**src/rtl/proc_pkg.sv**
```systemverilog
// Shared types and default widths for the processor memory path.
// Holds the arbiter FSM state encoding and the owner codes.
package proc_pkg;

    localparam int ADDR_W = 10;
    localparam int DATA_W = 32;

    localparam logic OWNER_IF = 1'b0;
    localparam logic OWNER_D  = 1'b1;

    typedef enum logic [1:0] {
        IDLE,
        ISSUE,
        WAIT,
        RESP
    } arb_state_t;

endpackage

```
**src/rtl/mem_arbiter_pick.sv**
```systemverilog
// Winner select between fetch and data requesters.
// MEM_ARB_RR_EN selects round-robin on conflict; default is data first.
module arb_pick (
    input  logic if_req,
    input  logic d_req,
    input  logic last_owner,
    output logic owner
);
    import proc_pkg::*;

`ifdef MEM_ARB_RR_EN
    // On conflict the side that was not granted last wins.
    always_comb begin
        owner = OWNER_IF;
        if (if_req && d_req) begin
            owner = ~last_owner;
        end else if (d_req) begin
            owner = OWNER_D;
        end
    end
`else
    logic unused_last_owner;
    assign unused_last_owner = last_owner;

    // Fixed priority: data beats fetch.
    always_comb begin
        owner = OWNER_IF;
        if (d_req) begin
            owner = OWNER_D;
        end
        if (!d_req && !if_req) begin
            owner = OWNER_IF;
        end
    end
`endif

endmodule

```
**src/rtl/mem_arbiter.sv**
```systemverilog
// Two-port memory arbiter: grant, issue, wait, respond.
// Build option MEM_ARB_RR_EN enables round-robin conflict resolution.
module mem_arbiter #(
    parameter int ADDR_W  = proc_pkg::ADDR_W,
    parameter int DATA_W  = proc_pkg::DATA_W,
    parameter int MEM_LAT = 2
) (
    input  logic              clk,
    input  logic              rst,
    input  logic              if_req,
    input  logic [ADDR_W-1:0] if_addr,
    output logic              if_gnt,
    output logic              if_rvalid,
    output logic [DATA_W-1:0] if_rdata,
    input  logic              d_req,
    input  logic              d_we,
    input  logic [ADDR_W-1:0] d_addr,
    input  logic [DATA_W-1:0] d_wdata,
    output logic              d_gnt,
    output logic              d_rvalid,
    output logic [DATA_W-1:0] d_rdata,
    output logic              mem_en,
    output logic              mem_rw,
    output logic [ADDR_W-1:0] mem_addr,
    output logic [DATA_W-1:0] mem_wdata,
    input  logic [DATA_W-1:0] mem_rdata
);
    import proc_pkg::*;

    localparam logic [3:0] LAT_LOAD = 4'(MEM_LAT - 1);

    arb_state_t state;
    logic [3:0] cnt;
    logic       owner;
    logic       is_store;
    logic       pick;
    logic       last_owner;
    logic       any_req;

    assign any_req = if_req || d_req;

    arb_pick u_pick (
        .if_req     (if_req),
        .d_req      (d_req),
        .last_owner (last_owner),
        .owner      (pick)
    );

`ifdef MEM_ARB_RR_EN
    // Remember who was granted most recently for the next conflict.
    always_ff @(posedge clk or posedge rst) begin
        if (rst) begin
            last_owner <= OWNER_IF;
        end else if (state == IDLE && any_req) begin
            last_owner <= pick;
        end
    end
`else
    assign last_owner = OWNER_IF;
`endif

    // Access sequencer. WAIT spans the full memory latency so the word
    // is captured on its last cycle and shown to the owner in RESP.
    always_ff @(posedge clk or posedge rst) begin
        if (rst) begin
            state     <= IDLE;
            cnt       <= '0;
            owner     <= OWNER_IF;
            is_store  <= 1'b0;
            if_gnt    <= 1'b0;
            d_gnt     <= 1'b0;
            if_rvalid <= 1'b0;
            d_rvalid  <= 1'b0;
            if_rdata  <= '0;
            d_rdata   <= '0;
            mem_en    <= 1'b0;
            mem_rw    <= 1'b0;
            mem_addr  <= '0;
            mem_wdata <= '0;
        end else begin
            if_gnt    <= 1'b0;
            d_gnt     <= 1'b0;
            if_rvalid <= 1'b0;
            d_rvalid  <= 1'b0;
            mem_en    <= 1'b0;
            mem_rw    <= 1'b0;
            mem_addr  <= '0;
            mem_wdata <= '0;
            unique case (state)
                IDLE: begin
                    if (any_req) begin
                        state    <= ISSUE;
                        owner    <= pick;
                        is_store <= (pick == OWNER_D) && d_we;
                        mem_en   <= 1'b1;
                        if (pick == OWNER_D) begin
                            d_gnt    <= 1'b1;
                            mem_rw   <= d_we;
                            mem_addr <= d_addr;
                            if (d_we) begin
                                mem_wdata <= d_wdata;
                            end
                        end else begin
                            if_gnt   <= 1'b1;
                            mem_addr <= if_addr;
                        end
                    end
                end
                ISSUE: begin
                    cnt   <= LAT_LOAD;
                    state <= WAIT;
                end
                WAIT: begin
                    if (cnt == 4'd0) begin
                        state <= RESP;
                        if (owner == OWNER_D) begin
                            d_rvalid <= 1'b1;
                            if (!is_store) begin
                                d_rdata <= mem_rdata;
                            end
                        end else begin
                            if_rvalid <= 1'b1;
                            if_rdata  <= mem_rdata;
                        end
                    end else begin
                        cnt <= cnt - 4'd1;
                    end
                end
                RESP: begin
                    state <= IDLE;
                end
                default: begin
                    state <= IDLE;
                end
            endcase
        end
    end

endmodule

```
**config.mk**
```make
export PLATFORM = sky130hd
export DESIGN_NAME = mem_arbiter
export DESIGN_NICKNAME = d
export VERILOG_FILES = /design/src/rtl/proc_pkg.sv /design/src/rtl/mem_arbiter_pick.sv /design/src/rtl/mem_arbiter.sv
export SDC_FILE = /design/constraint.sdc
export NUM_CORES = 1
export LEC_CHECK = 0
export ABC_AREA = 1
export CAP_MARGIN = 0
export CORE_MARGIN = 3
export CORE_UTILIZATION = 38
export DETAILED_ROUTE_END_ITERATION = 6
export PLACE_DENSITY_LB_ADDON = 0.1
export SLEW_MARGIN = 5
export SYNTH_ARGS = -nofsm -noshare
export SYNTH_HDL_FRONTEND = slang
export SYNTH_HIERARCHICAL = 1
export SYNTH_SLANG_ARGS = --single-unit
export TNS_END_PERCENT = 1
```
**constraint.sdc**
```tcl
create_clock -name clk -period 5.6 [get_ports clk]
set_input_delay 1.12 -clock clk [delete_from_list [all_inputs] [get_ports clk]]
set_output_delay 1.12 -clock clk [all_outputs]
set_load 0.03 [all_outputs]
```
### Word level (Yosys, flattened, before mapping)

Index checks and enable logic that the tools add are counted.
Widths: inputs -> output; s select.

| storage, ports and cells | value |
|---|---|
| bits in registers | 120 |
| bits of input ports | 89 |
| output and inout bits | 112 |

| operators by class | value |
|---|---|
| $add $sub $neg | 1 |
| bitwise operators | 2 |
| muxes and demuxes | 31 |
| equal/unequal tests | 6 |
| reduce and logical (&&, ||, !) cells | 13 |

Operator list:

| cell | count |
|---|---|
| $mux 32 | 4 |
| $mux 10 | 3 |
| $mux 1 | 19 |
| $pmux 2 s4 | 1 |
| $pmux 4 s2 | 1 |
| $ne 2x2->1 const B | 3 |
| $reduce_and 2->1 | 3 |
| $eq 2x2->1 const B | 2 |
| $logic_not 4->1 | 1 |
| $mux 2 | 2 |
| $mux 4 | 1 |
| $reduce_and 4->1 | 1 |
| $sub 4x1->4 const B | 1 |
| $reduce_and 3->1 | 1 |
| $eq 2x1->1 const B | 1 |
| $logic_and 1x1->1 | 2 |
| $logic_not 1->1 | 2 |
| $logic_not 2->1 | 1 |
| $not 1->1 | 2 |
| $reduce_bool 2->1 | 1 |
| $logic_or 1x1->1 | 1 |

### Logic depth before layout (Yosys ltp)

Gate-level depths: netlist (run 1).

| depth | value |
|---|---|
| depth after elaboration | 6 |
| mapped depth | 9 |
| gate-level depth less buffers | 9 |

### By module

The synthesis (run 1) kept the hierarchy.

By module, submodules not included:

| module | instances | sequential area each (um^2) | cells each | area each (um^2) |
|---|---|---|---|---|
| mem_arbiter | 1 | 3002.9 | 452 | 4559.4 |
| arb_pick | 1 | 0.0 | 1 | 3.8 |

### Worst setup path before layout (run 1)

No wires, ideal clock.

| timing path | value |
|---|---|
| path kind | input to register |
| from | in d_req |
| to | reg is_store |
| cell stages on the path | 5 |
| setup slack | 3666 ps |
| library setup time | 123 ps |
| arrival time | 1810 ps |
| data required time | 5477 ps |
| path through | o21ai_1 -> nor2_1 -> nand2_2 -> buf_2 -> nand2_1 |

| on the way | value |
|---|---|
| cells in the longest elaborated chain, start to end | 4 |
| elaborated cells on any way between the ends | 7 |

RTL lines:

| item | line | source |
|---|---|---|
| from (decl) | mem_arbiter.sv:15 | `input logic d_req,` |
| $logic_not 1->1 | mem_arbiter_pick.sv:31 | `if (!d_req && !if_req) begin` |
| $logic_and 1x1->1 | mem_arbiter_pick.sv:31 |  |
| $mux 1 | mem_arbiter_pick.sv:31 |  |
| $logic_and 1x1->1 | mem_arbiter.sv:94 | `is_store <= (pick == OWNER_D) && d_we;` |
| to (signal assigned) | mem_arbiter.sv:94 |  |
| to (decl) | mem_arbiter.sv:35 | `logic is_store;` |

Several ways; a longest one is shown, not always the timed one.
A chain may end at the register's enable or synchronous reset.

### Worst setup path after layout (run 1)

| timing path | value |
|---|---|
| from | in d_req |
| to | reg mem_wdata[12] |

| on the way | value |
|---|---|
| cells in the longest elaborated chain, start to end | 6 |
| elaborated cells on any way between the ends | 8 |

RTL lines:

| item | line | source |
|---|---|---|
| $logic_not 1->1 | mem_arbiter_pick.sv:31 |  |
| $logic_and 1x1->1 | mem_arbiter_pick.sv:31 |  |
| $mux 1 | mem_arbiter_pick.sv:31 |  |
| $mux 32 | mem_arbiter.sv:96 | `if (pick == OWNER_D) begin` |
| $mux 32 * | mem_arbiter.sv:91 | `if (any_req) begin` |
| $mux 32 * | mem_arbiter.sv:89 | `unique case (state)` |
| to (signal assigned) | mem_arbiter.sv:101 | `mem_wdata <= d_wdata;` |
| to (decl) | mem_arbiter.sv:25 | `output logic [DATA_W-1:0] mem_wdata,` |

Mark *: on every way between the ends. The rest lies on a longest branch, timed or not.

==> results.rst, run 1 <==
.. list-table::
   :header-rows: 1

   * - Metric
     - Value
   * - Run status
     - finished, final reports clean
   * - Buffers on Ports
     - 200
   * - Initial standard-cell utilization of the core
     - 39.42%
   * - First element of the critical path
     - d_req
   * - Site Rows
     - 39
   * - Detailed placer's ending HPWL
     - 8150 µm
   * - CP dominant cell by count
     - sky130_fd_sc_hd__nor2_1
   * - Total track usage
     - 17.86%
   * - Filler-free cell count of the finished design
     - 811
   * - Wirelength per Cell
     - 13.97 µm
   * - Post-Syn Area per Cell
     - 10.09 µm²
   * - P_leak
     - 0.003612 µW
   * - Nature of the critical path endpoint
     - flop
   * - Die width
     - 115.5 µm
   * - Post-CTS Resized
     - 0
   * - Arrival time of the worst setup path
     - 3130 ps
   * - Final critical-path share of the clock period
     - 50.33%
   * - Netlist Area Pre-Place
     - 4559 µm²
   * - Setup TNS Final
     - 0 ps
   * - Crit-path max cell delay
     - 550 ps
   * - Die height
     - 115.5 µm
   * - Pwr/cell area
     - 581.2 nW/µm²
   * - Number of sinks handled by clock tree synthesis
     - 120
   * - Number of max-cap violations
     - 0
   * - First-pass GRT wire length
     - 18370 µm
   * - GPL Wtd Cong
     - 0.7344
   * - Drc violations
     - 0
   * - Design Power
     - 4220 µW
   * - CTS Root Cell
     - sky130_fd_sc_hd__clkbuf_16
   * - Reg2reg start
     - state[0]$_DFFE_PP0P_
   * - Synth-to-Final Area Change
     - 59.25%
   * - Clock latency on the worst-skew pair
     - 400 ps
   * - Diode insertion count for antenna repair
     - 0
   * - Total via count after detailed routing
     - 3600
   * - Hold_sp
     - if_rdata[9]$_DFFE_PP0P_
   * - Highest achievable clock rate
     - 0.3548 GHz
   * - Cell-by-cell trace of the critical path
     - clkdlybuf4s50_1 > o21ai_1 > nor2_1 > nand2_2 > nor2_1
   * - RSZ-0062 raised after global routing
     - false
   * - Cell family with most CP delay
     - simple AND/OR/NAND/NOR gates
   * - Worst endpoint required time
     - 5910 ps
   * - Number of buffers and inverters on the critical path
     - 1
   * - # setup viols final
     - 0
   * - Number of routed nets with antenna violations
     - 0
   * - HP Class
     - reg2reg
   * - Global-route congestion overflow total
     - 0
   * - Kind of critical path
     - in2reg
   * - Peak fanout along the critical path
     - 34
   * - TritonCTS Buffers
     - 17
   * - Hold Slack
     - 477.5 ps
   * - Worst Setup Start Kind
     - primary input
   * - Worst-path cell with the longest stage delay
     - sky130_fd_sc_hd__nand2_2
   * - Count of cells along the worst register-to-register path
     - 6
   * - Shortest period the worst path allows
     - 2819 ps
   * - Worst hold path depth
     - 2
   * - Max VDD drop
     - 0.2017 mV
   * - Number of buffers added for setup after CTS
     - 0
   * - Final layout net count
     - 749
   * - Initial DRC count
     - 212
   * - Clock tree from TritonCTS
     - built
   * - Synthesized netlist cell count
     - 452
   * - Placed cell count
     - 779
   * - Nets in the synthesized netlist
     - 546
   * - Clock transition at path regs
     - 50 ps
   * - Detailed Routing Iterations Pass 1
     - 4
   * - Final count of hold timing violations
     - 0
   * - Via count of the first global-routing pass
     - 3662
   * - Initial antenna violation count
     - 0
   * - Actual transition at the worst max-transition pin
     - 839.6 ps
   * - Largest net degree at the start of global routing
     - 70
   * - Depth of the critical timing path with buffers and inverters included
     - 5
   * - Max Transition Viols Final
     - 0
   * - Number of warning messages in the yosys log
     - 6
   * - Post-detailed-route via-to-cell ratio
     - 4.439
   * - Ports
     - 201
   * - Total wire length
     - 11330 µm
   * - Hold bufs inserted after CTS
     - 0
   * - Worst max-slew margin expressed relative to the limit
     - 44.03%
   * - Die area
     - 13350 µm²
   * - Ratio of cells with drive above 1 in the final layout
     - 9.581%
   * - H-tree level count
     - 4
   * - Final Skew
     - 5.990 ps
   * - Maximum buffer depth of the clock tree
     - 2
   * - Core Region
     - 11560 µm²
[layout make-up]
cell class,instances,area (µm²)
Fill cell,952,4304
Sequential cell,120,3003
Timing Repair Buffer,204,2032
Multi-Input combinational cell,236,1142
Clock buffer,21,470.5
Inverter,76,287.8
Tap cell,143,178.9
Clock inverter,11,146.4
[final timing paths]
path	slack (ps)	end
min in group asynchronous	1240	mem_wdata[20]$_DFF_PP0_
worst max-delay path	2780	mem_wdata[12]$_DFF_PP0_
worst max register to register	3320	mem_wdata[12]$_DFF_PP0_
max in group asynchronous	3440	mem_rw$_DFF_PP0_
worst min register to register	480	if_rdata[9]$_DFFE_PP0P_
worst min-delay path	480	if_rdata[9]$_DFFE_PP0P_
[worst reg2reg max path, stage by stage, from the launching register on]
cell                      delay (ps)
sky130_fd_sc_hd__dfrtp_1         380
sky130_fd_sc_hd__inv_1           110
sky130_fd_sc_hd__ha_1            220
sky130_fd_sc_hd__o21ai_1         160
sky130_fd_sc_hd__nor2_1          540
sky130_fd_sc_hd__nand2_2         550
sky130_fd_sc_hd__nor2_1          250
[layout by cell type, fill, tap and decap left out, types with 3 or more instances in the layout]
| cell type | count |
|---|---|
| sky130_fd_sc_hd__clkdlybuf4s50_1 | 200 |
| sky130_fd_sc_hd__nand3_1 | 4 |
| sky130_fd_sc_hd__o21ai_2 | 23 |
| sky130_fd_sc_hd__clkinvlp_4 | 5 |
| sky130_fd_sc_hd__o21ai_1 | 42 |
| sky130_fd_sc_hd__inv_1 | 75 |
| sky130_fd_sc_hd__nor2_1 | 40 |
| sky130_fd_sc_hd__nand2_1 | 109 |
| sky130_fd_sc_hd__buf_4 | 4 |
| sky130_fd_sc_hd__bufinv_16 | 3 |
| sky130_fd_sc_hd__dfrtp_1 | 120 |
| sky130_fd_sc_hd__o21ai_0 | 3 |
| sky130_fd_sc_hd__clkbuf_8 | 3 |
| sky130_fd_sc_hd__ha_1 | 5 |
| sky130_fd_sc_hd__clkbuf_16 | 17 |
[metrics by stage]
| stage | util (%) | area, µm² | setup WS (ps) |
|---|---|---|---|
| finish | 62.78 | 7261 | 2781 |
| global route | 62.78 | 7261 | 2601 |
| CTS | 62.78 | 7261 | 2744 |
| detailed placement | 57.45 | 6644 | 2316 |
| global placement | 57.45 | 6644 | 2446 |
| floorplan | - | 4559 | 1294 |
[state kept, by name, summed over array words and instances, names as in the netlist]
name	cells
d_rdata	32
if_rdata	32
mem_wdata	32
mem_addr	10
cnt	4
state	2
d_gnt	1
d_rvalid	1
if_gnt	1
if_rvalid	1
is_store	1
mem_en	1
mem_rw	1
owner	1
[metal layers]
layer	track usage (%)	vias up	share of wire, %
met4	7.433	0	1.5
met1	21.19	1671	40
met3	8.668	13	11
li1	-	1778	-
met2	27.89	138	47
met5	0	-	0
[power by group]
group	switching (µW)	total, µW	internal, µW	leakage (µW)
clock network	385	1120	734	0.000287
logic	1060	1780	721	0.00180
registers	151	1320	1170	0.00153
total	1590	4220	2630	0.00361
No activity file was read; power rests on OpenSTA's default activity.
==> run 2: changes to the inputs <==
==> constraint.sdc (replaced) <==
create_clock -name clk -period 2.9 [get_ports clk]
set_input_delay 0.58 -clock clk [delete_from_list [all_inputs] [get_ports clk]]
set_output_delay 0.58 -clock clk [all_outputs]
set_load 0.03 [all_outputs]
==> run 2 against run 1 <==
Die area is the same. Global-route usage shrank 0.91 points. Non-clock buffer count shrank 1. Sequential share of layout area grew 0.21 points. Via count shrank 1.3%. Design area shrank 0.52%. Clock power grew 73%. Sequential power grew 94%. Critical path depth is the same. Worst hold slack lost 11 ps. Combinational power grew 93%.
==> results.rst, run 2 (same netlist as run 1, synthesis figures left out) <==
.. list-table::
   :header-rows: 1

   * - Metric
     - Value
   * - Run status
     - finished, final reports clean
   * - Die height
     - 115.5 µm (unchanged)
   * - Post-detailed-route via-to-cell ratio
     - 4.388 (-1.2%)
   * - Setup TNS Final
     - 0 ps (unchanged)
   * - Post-CTS Resized
     - 0 (unchanged)
   * - Highest achievable clock rate
     - 0.4211 GHz
   * - Core Region
     - 11560 µm² (unchanged)
   * - Number of routed nets with antenna violations
     - 0 (unchanged)
   * - # setup viols final
     - 0 (unchanged)
   * - Hold bufs inserted after CTS
     - 0 (unchanged)
   * - Die area
     - 13350 µm² (unchanged)
   * - Via count of the first global-routing pass
     - 3559 (-2.8%)
   * - Number of sinks handled by clock tree synthesis
     - 120 (unchanged)
   * - Number of buffers added for setup after CTS
     - 0 (unchanged)
   * - Crit-path max cell delay
     - 570 ps (+20 ps)
   * - Synth-to-Final Area Change
     - 58.42%
   * - Most frequent cells in the layout
     - sky130_fd_sc_hd__clkdlybuf4s50_1, sky130_fd_sc_hd__dfrtp_1, sky130_fd_sc_hd__nand2_1
   * - Peak fanout along the critical path
     - 34 (unchanged)
   * - Die width
     - 115.5 µm (unchanged)
   * - Buffers on Ports
     - 200 (unchanged)
   * - Final Skew
     - 13.62 ps (+7.635 ps)
   * - Final count of hold timing violations
     - 0 (unchanged)
   * - Max VDD drop
     - 0.3692 mV (+83%)
   * - FILL cells
     - 971 (+2.0%)
   * - Registers with the most flip-flops
     - d_rdata (32), if_rdata (32), mem_wdata (32)
   * - Detailed-routing wirelength on met1
     - 4227 µm (-7.3%)
   * - Site Rows
     - 39 (unchanged)
   * - First element of the critical path
     - d_req
   * - Initial standard-cell utilization of the core
     - 39.42% (unchanged)
   * - Filler-free cell count of the finished design
     - 810 (-0.12%)
   * - Ports
     - 201 (unchanged)
   * - Cell-by-cell trace of the critical path
     - clkdlybuf4s50_1 > o21ai_1 > nor2_1 > nand2_2 > nor2_1
   * - GPL Wtd Cong
     - 0.7699 (+4.8%)
   * - Detailed placer's ending HPWL
     - 7971 µm (-2.2%)
   * - Max Transition Viols Final
     - 0 (unchanged)
   * - Total track usage
     - 16.96% (-0.91 points)
   * - Number of max-cap violations
     - 0 (unchanged)
   * - Detailed Routing Iterations Pass 1
     - 4 (unchanged)
   * - Actual transition at the worst max-transition pin
     - 712.2 ps (-127.4 ps)
   * - Arrival time of the worst setup path
     - 2680 ps (-450 ps)
   * - H-tree level count
     - 4 (unchanged)
   * - TritonCTS Buffers
     - 17 (unchanged)
   * - Initial antenna violation count
     - 0 (unchanged)
   * - Final critical-path share of the clock period
     - 81.89%
   * - Total via count after detailed routing
     - 3554 (-1.3%)
   * - Total wire length
     - 11010 µm (-2.8%)
   * - CTS Root Cell
     - sky130_fd_sc_hd__clkbuf_16
   * - Drc violations
     - 0 (unchanged)
   * - CP dominant cell by count
     - sky130_fd_sc_hd__nor2_1
   * - Global-route congestion overflow total
     - 0 (unchanged)
   * - Ratio of cells with drive above 1 in the final layout
     - 9.295% (-0.29 points)
   * - Kind of critical path
     - in2reg
   * - Largest net degree at the start of global routing
     - 111 (+59%)
   * - Clock transition at path regs
     - 60 ps (about the same)
   * - Reg2reg start
     - state[0]$_DFFE_PP0P_
   * - Commonest non-fill, non-tap cell in the layout
     - sky130_fd_sc_hd__clkdlybuf4s50_1
   * - Clock tree from TritonCTS
     - built
   * - HP Class
     - in2async
   * - Worst endpoint required time
     - 3210 ps (-2700 ps)
   * - Nature of the critical path endpoint
     - flop
   * - Design Power
     - 7923 µW (+88%)
   * - Initial DRC count
     - 205 (-3.3%)
   * - Worst max-slew margin expressed relative to the limit
     - 52.34% (+8.3 points)
   * - Hold Slack
     - 466.6 ps (-10.98 ps)
   * - Pwr/cell area
     - 1097 nW/µm² (+89%)
   * - P_leak
     - 0.003588 µW (-0.67%)
   * - Worst Setup Start Kind
     - primary input
   * - RSZ-0062 raised after global routing
     - false
   * - Shortest period the worst path allows
     - 2375 ps
   * - First-pass GRT wire length
     - 17480 µm (-4.8%)
   * - Detailed route wirelength on metal2
     - 5261 µm (-2.2%)
   * - Worst-path cell with the longest stage delay
     - sky130_fd_sc_hd__nor2_1
   * - Wirelength per Cell
     - 13.60 µm (-2.7%)
   * - WL met3
     - 1358 µm (+11%)
   * - Placed cell count
     - 778 (-0.13%)
   * - Final layout net count
     - 748 (-0.13%)
   * - Diode insertion count for antenna repair
     - 0 (unchanged)
   * - Highest metal layer with signal wires
     - met4
   * - Maximum buffer depth of the clock tree
     - 2 (unchanged)
   * - Clock latency on the worst-skew pair
     - 400 ps (about the same)
run 2: changes by cell type in the layout (fill, tap and decap cells not counted):
| cell | previous run | this run |
|---|---|---|
| sky130_fd_sc_hd__buf_4 | 4 | 1 |
| sky130_fd_sc_hd__buf_12 | 0 | 2 |
| sky130_fd_sc_hd__bufinv_16 | 3 | 1 |
| sky130_fd_sc_hd__clkbuf_1 | 1 | 2 |
| sky130_fd_sc_hd__clkbuf_8 | 3 | 2 |
| sky130_fd_sc_hd__clkinv_2 | 2 | 3 |
| sky130_fd_sc_hd__clkinv_4 | 1 | 2 |
| sky130_fd_sc_hd__clkinvlp_4 | 5 | 6 |
| sky130_fd_sc_hd__inv_4 | 1 | 0 |
run 2: per-layer routing:
metal  vias to the layer above  GRT usage, %
met4                         0         5.869
met5                         -             0
met1                      1632         18.93
li1                       1770             -
met2                       141         27.39
met3                        11         9.608
run 2: area by class of cell:
type                    count  area [µm²]  share of cell area (%)
flip-flops and latches    120        3003                   41.57
repair buffers            203        2049                   28.37
multi-input cells         236        1142                   15.82
clock buffers              21       460.4                   6.375
inverters                  76       289.0                   4.001
well taps                 143       178.9                   2.477
clock inverters            11       100.1                   1.386
run 2: power breakdown:
group	leakage [µW]	switching (µW)	internal [µW]
combinational	0.00180	2030	1400
sequential	0.00153	292	2270
clock	0.000261	719	1220
total	0.00359	3040	4880
run 2: worst paths after layout:
kind                                       endpoint  slack (ps)  depth (start not counted)
setup / recovery            mem_wdata[11]$_DFF_PP0_         530                          5
hold / removal              mem_wdata[18]$_DFF_PP0_         470                          2
setup reg to reg            mem_wdata[11]$_DFF_PP0_         570                          6
hold reg to reg            if_rdata[13]$_DFFE_PP0P_         480                          2
max in group asynchronous      state[1]$_DFFE_PP0P_        1600                          3
min in group clk           if_rdata[13]$_DFFE_PP0P_         480                          2
run 2: metrics by stage:
| stage | worst slack [ps] | utilization [%] | cell area (µm²) |
|---|---|---|---|
| 2_1_floorplan | 850.7 | - | 4563 |
| 3_3_place_gp | 264.1 | 57.61 | 6663 |
| 3_5_place_dp | 86.07 | 57.61 | 6663 |
| 4_1_cts | 501.3 | 62.46 | 7223 |
| 5_1_grt | 224.7 | 62.46 | 7223 |
| 6_report | 525.1 | 62.46 | 7223 |
run 2: worst max-delay path: cells and delay by family:
family	cells	cell delay (ps)
simple gates	3	1390
buf+inv	1	540
compound gates	1	170
==> run 3: changes to the inputs <==
==> constraint.sdc (replaced) <==
create_clock -name clk -period 1.99 [get_ports clk]
set_input_delay 0.398 -clock clk [delete_from_list [all_inputs] [get_ports clk]]
set_output_delay 0.398 -clock clk [all_outputs]
set_load 0.03 [all_outputs]
==> run 3 against run 2 <==
Wire length increased by 1.7%. Worst hold slack got worse by 210 ps. Clock skew decreased by 5.8 ps. Critical path depth decreased by 4. Global-route usage increased by 0.48 points. Sequential cell count unchanged. Clock power increased by 43%. Via count increased by 1.4%. Cell count increased by 0.49%. Combinational power increased by 47%. First-iteration DRC count decreased by 21%. Sequential power increased by 46%. Critical endpoint is now d_rdata[15].
==> results.rst, run 3 (same netlist as run 1, synthesis figures left out) <==
.. list-table::
   :header-rows: 1

   * - Metric
     - Value
   * - Post-detailed-route via-to-cell ratio
     - 4.426 (+0.88%)
   * - TritonCTS Buffers
     - 17 (unchanged)
   * - Hold bufs inserted after CTS
     - 0 (unchanged)
   * - Final count of hold timing violations
     - 0 (unchanged)
   * - Cell-by-cell trace of the critical path
     - clkdlybuf4s50_1
   * - Die height
     - 115.5 µm (unchanged)
   * - Cell Area, Placed
     - 6733 µm² (+1.1%)
   * - Number of buffers and inverters on the critical path
     - 1 (unchanged)
   * - Registers with the most flip-flops
     - d_rdata (32), if_rdata (32), mem_wdata (32)
   * - Setup TNS Final
     - 0 ps (unchanged)
   * - Nature of the critical path endpoint
     - output pin
   * - Worst endpoint required time
     - 1590 ps (-1620 ps)
   * - Worst Setup Start Kind
     - flop
   * - Wirelength per Cell
     - 13.75 µm (+1.2%)
   * - Total via count after detailed routing
     - 3603 (+1.4%)
   * - Commonest non-fill, non-tap cell in the layout
     - sky130_fd_sc_hd__clkdlybuf4s50_1
   * - Max VDD drop
     - 0.6534 mV (+77%)
   * - Number of routed nets with antenna violations
     - 0 (unchanged)
   * - Total wire length
     - 11190 µm (+1.7%)
   * - Most frequent cells in the layout
     - sky130_fd_sc_hd__clkdlybuf4s50_1, sky130_fd_sc_hd__dfrtp_1, sky130_fd_sc_hd__nand2_1
   * - Ratio of cells with drive above 1 in the final layout
     - 9.538% (+0.24 points)
   * - Buffers on Ports
     - 200 (unchanged)
   * - Highest achievable clock rate
     - 0.5423 GHz
   * - Worst max-slew margin expressed relative to the limit
     - 61.51% (+9.2 points)
   * - Die area
     - 13350 µm² (unchanged)
   * - Kind of critical path
     - reg2out
   * - Max Transition Viols Final
     - 0 (unchanged)
   * - Actual transition at the worst max-transition pin
     - 577.4 ps (-134.8 ps)
   * - Global-route congestion overflow total
     - 0 (unchanged)
   * - Number of sinks handled by clock tree synthesis
     - 120 (unchanged)
   * - Initial antenna violation count
     - 0 (unchanged)
   * - Arrival time of the worst setup path
     - 1450 ps (-1230 ps)
   * - Peak fanout along the critical path
     - 2 (-94%)
   * - Fin util
     - 62.94% (+0.49 points)
   * - Ports
     - 201 (unchanged)
   * - P_leak
     - 0.003638 µW (+1.4%)
   * - Hold Slack
     - 261.4 ps (-205.2 ps)
   * - Die width
     - 115.5 µm (unchanged)
   * - GPL Wtd Cong
     - 0.7384 (-4.1%)
   * - First-pass GRT wire length
     - 17780 µm (+1.7%)
   * - FILL cells
     - 966 (-0.51%)
   * - Final critical-path share of the clock period
     - 92.67%
   * - Detailed Routing Iterations Pass 1
     - 4 (unchanged)
   * - Clock tree from TritonCTS
     - built
   * - Number of buffers added for setup after CTS
     - 0 (unchanged)
   * - Core Region
     - 11560 µm² (unchanged)
   * - Post-CTS Resized
     - 0 (unchanged)
   * - Synth-to-Final Area Change
     - 59.66%
   * - Site Rows
     - 39 (unchanged)
   * - RSZ-0062 raised after global routing
     - false
   * - Clock transition at path regs
     - 50 ps (about the same)
   * - Drc violations
     - 0 (unchanged)
   * - Final layout net count
     - 754 (+0.80%)
   * - Worst-path cell with the longest stage delay
     - sky130_fd_sc_hd__clkdlybuf4s50_1
   * - H-tree level count
     - 4 (unchanged)
   * - Run status
     - finished, final reports clean
   * - Largest net degree at the start of global routing
     - 65 (-41%)
   * - Cell family with most CP delay
     - buffers and inverters
   * - Maximum buffer depth of the clock tree
     - 2 (unchanged)
   * - CTS Root Cell
     - sky130_fd_sc_hd__clkbuf_16
   * - Pwr/cell area
     - 1587 nW/µm² (+45%)
   * - Final Skew
     - 7.862 ps (-5.763 ps)
   * - # setup viols final
     - 0 (unchanged)
   * - Detailed placer's ending HPWL
     - 8120 µm (+1.9%)
   * - Shortest period the worst path allows
     - 1844 ps
   * - Diode insertion count for antenna repair
     - 0 (unchanged)
   * - Initial standard-cell utilization of the core
     - 39.42% (unchanged)
   * - Post-route cell area
     - 7279 µm² (+0.78%)
   * - Initial DRC count
     - 161 (-21%)
   * - Total track usage
     - 17.44% (+0.48 points)
   * - Clock latency on the worst-skew pair
     - 400 ps (about the same)
   * - HP Class
     - in2async
   * - Via count of the first global-routing pass
     - 3597 (+1.1%)
   * - Number of max-cap violations
     - 0 (unchanged)
   * - Crit-path max cell delay
     - 690 ps (+120 ps)
-- run 3: cell types whose count changed in the layout (fill, tap and decap cells not counted), sizes merged --
| cell | change |
|---|---|
| clkbuf | +7 |
| buf | +6 |
| clkinvlp | -5 |
| clkinv | -3 |
| bufinv | -1 |
-- run 3: where the power goes --
| part | internal [µW] | switching (µW) | total [µW] |
|---|---|---|---|
| logic | 2080 | 2950 | 5030 |
| clock network | 1800 | 971 | 2780 |
| registers | 3300 | 444 | 3750 |
| total | 7190 | 4370 | 11600 |
-- run 3: area by class of cell --
class	count	area (µm²)	share of cell area (%)
timing repair buffer	209	2120	29.12
multi-input combinational	236	1142	15.69
clock inverter	2	10.01	0.1375
tap	143	178.9	2.458
sequential	120	3003	41.25
clock buffer	28	536.8	7.374
inverter	76	289.0	3.970
-- run 3: metrics by stage --
step / power [µW] / setup WS, ps / std cells
2_1_floorplan: 6684 / 122.7 / 452
4_1_cts: 11710 / 97.86 / 814
3_3_place_gp: 8770 / 317.6 / 784
3_5_place_dp: 8864 / 255.0 / 784
6_report: 11550 / 145.9 / 814
5_1_grt: 12260 / 70.99 / 814
-- run 3: path summary, 6_finish.rpt --
kind | slack, ps | from | endpoint | cells after the start
hold reg to reg | 480 | if_rdata[14]$_DFFE_PP0P_ | if_rdata[14]$_DFFE_PP0P_ | 2
setup reg to reg | 300 | cnt[0]$_DFFE_PP0P_ | if_rdata[19]$_DFFE_PP0P_ | 8
setup / recovery | 150 | d_rdata[15]$_DFFE_PP0P_ | d_rdata[15] | 1
max in group asynchronous | 1190 | rst | if_rdata[1]$_DFFE_PP0P_ | 3
min in group clk | 480 | if_rdata[14]$_DFFE_PP0P_ | if_rdata[14]$_DFFE_PP0P_ | 2
hold / removal | 260 | rst | mem_wdata[0]$_DFF_PP0_ | 2
-- run 3: metal layers --
| metal | up-vias | part of all wire, % | GRT usage (%) |
|---|---|---|---|
| met5 | - | 0 | 0 |
| li1 | 1779 | - | - |
| met1 | 1667 | 39 | 20.10 |
| met3 | 15 | 11 | 8.773 |
| met4 | 0 | 1.6 | 7.433 |
| met2 | 142 | 48 | 27.58 |
-- run 3: worst reg2reg max path, stage by stage (launching register included) --
cell and delay (ps):
sky130_fd_sc_hd__dfrtp_1 380, sky130_fd_sc_hd__inv_1 120, sky130_fd_sc_hd__ha_1 170, sky130_fd_sc_hd__inv_1 60, sky130_fd_sc_hd__nor3_2 170, sky130_fd_sc_hd__nand3_2 100, sky130_fd_sc_hd__buf_4 300, sky130_fd_sc_hd__nand2_1 210
sky130_fd_sc_hd__o21ai_2 60
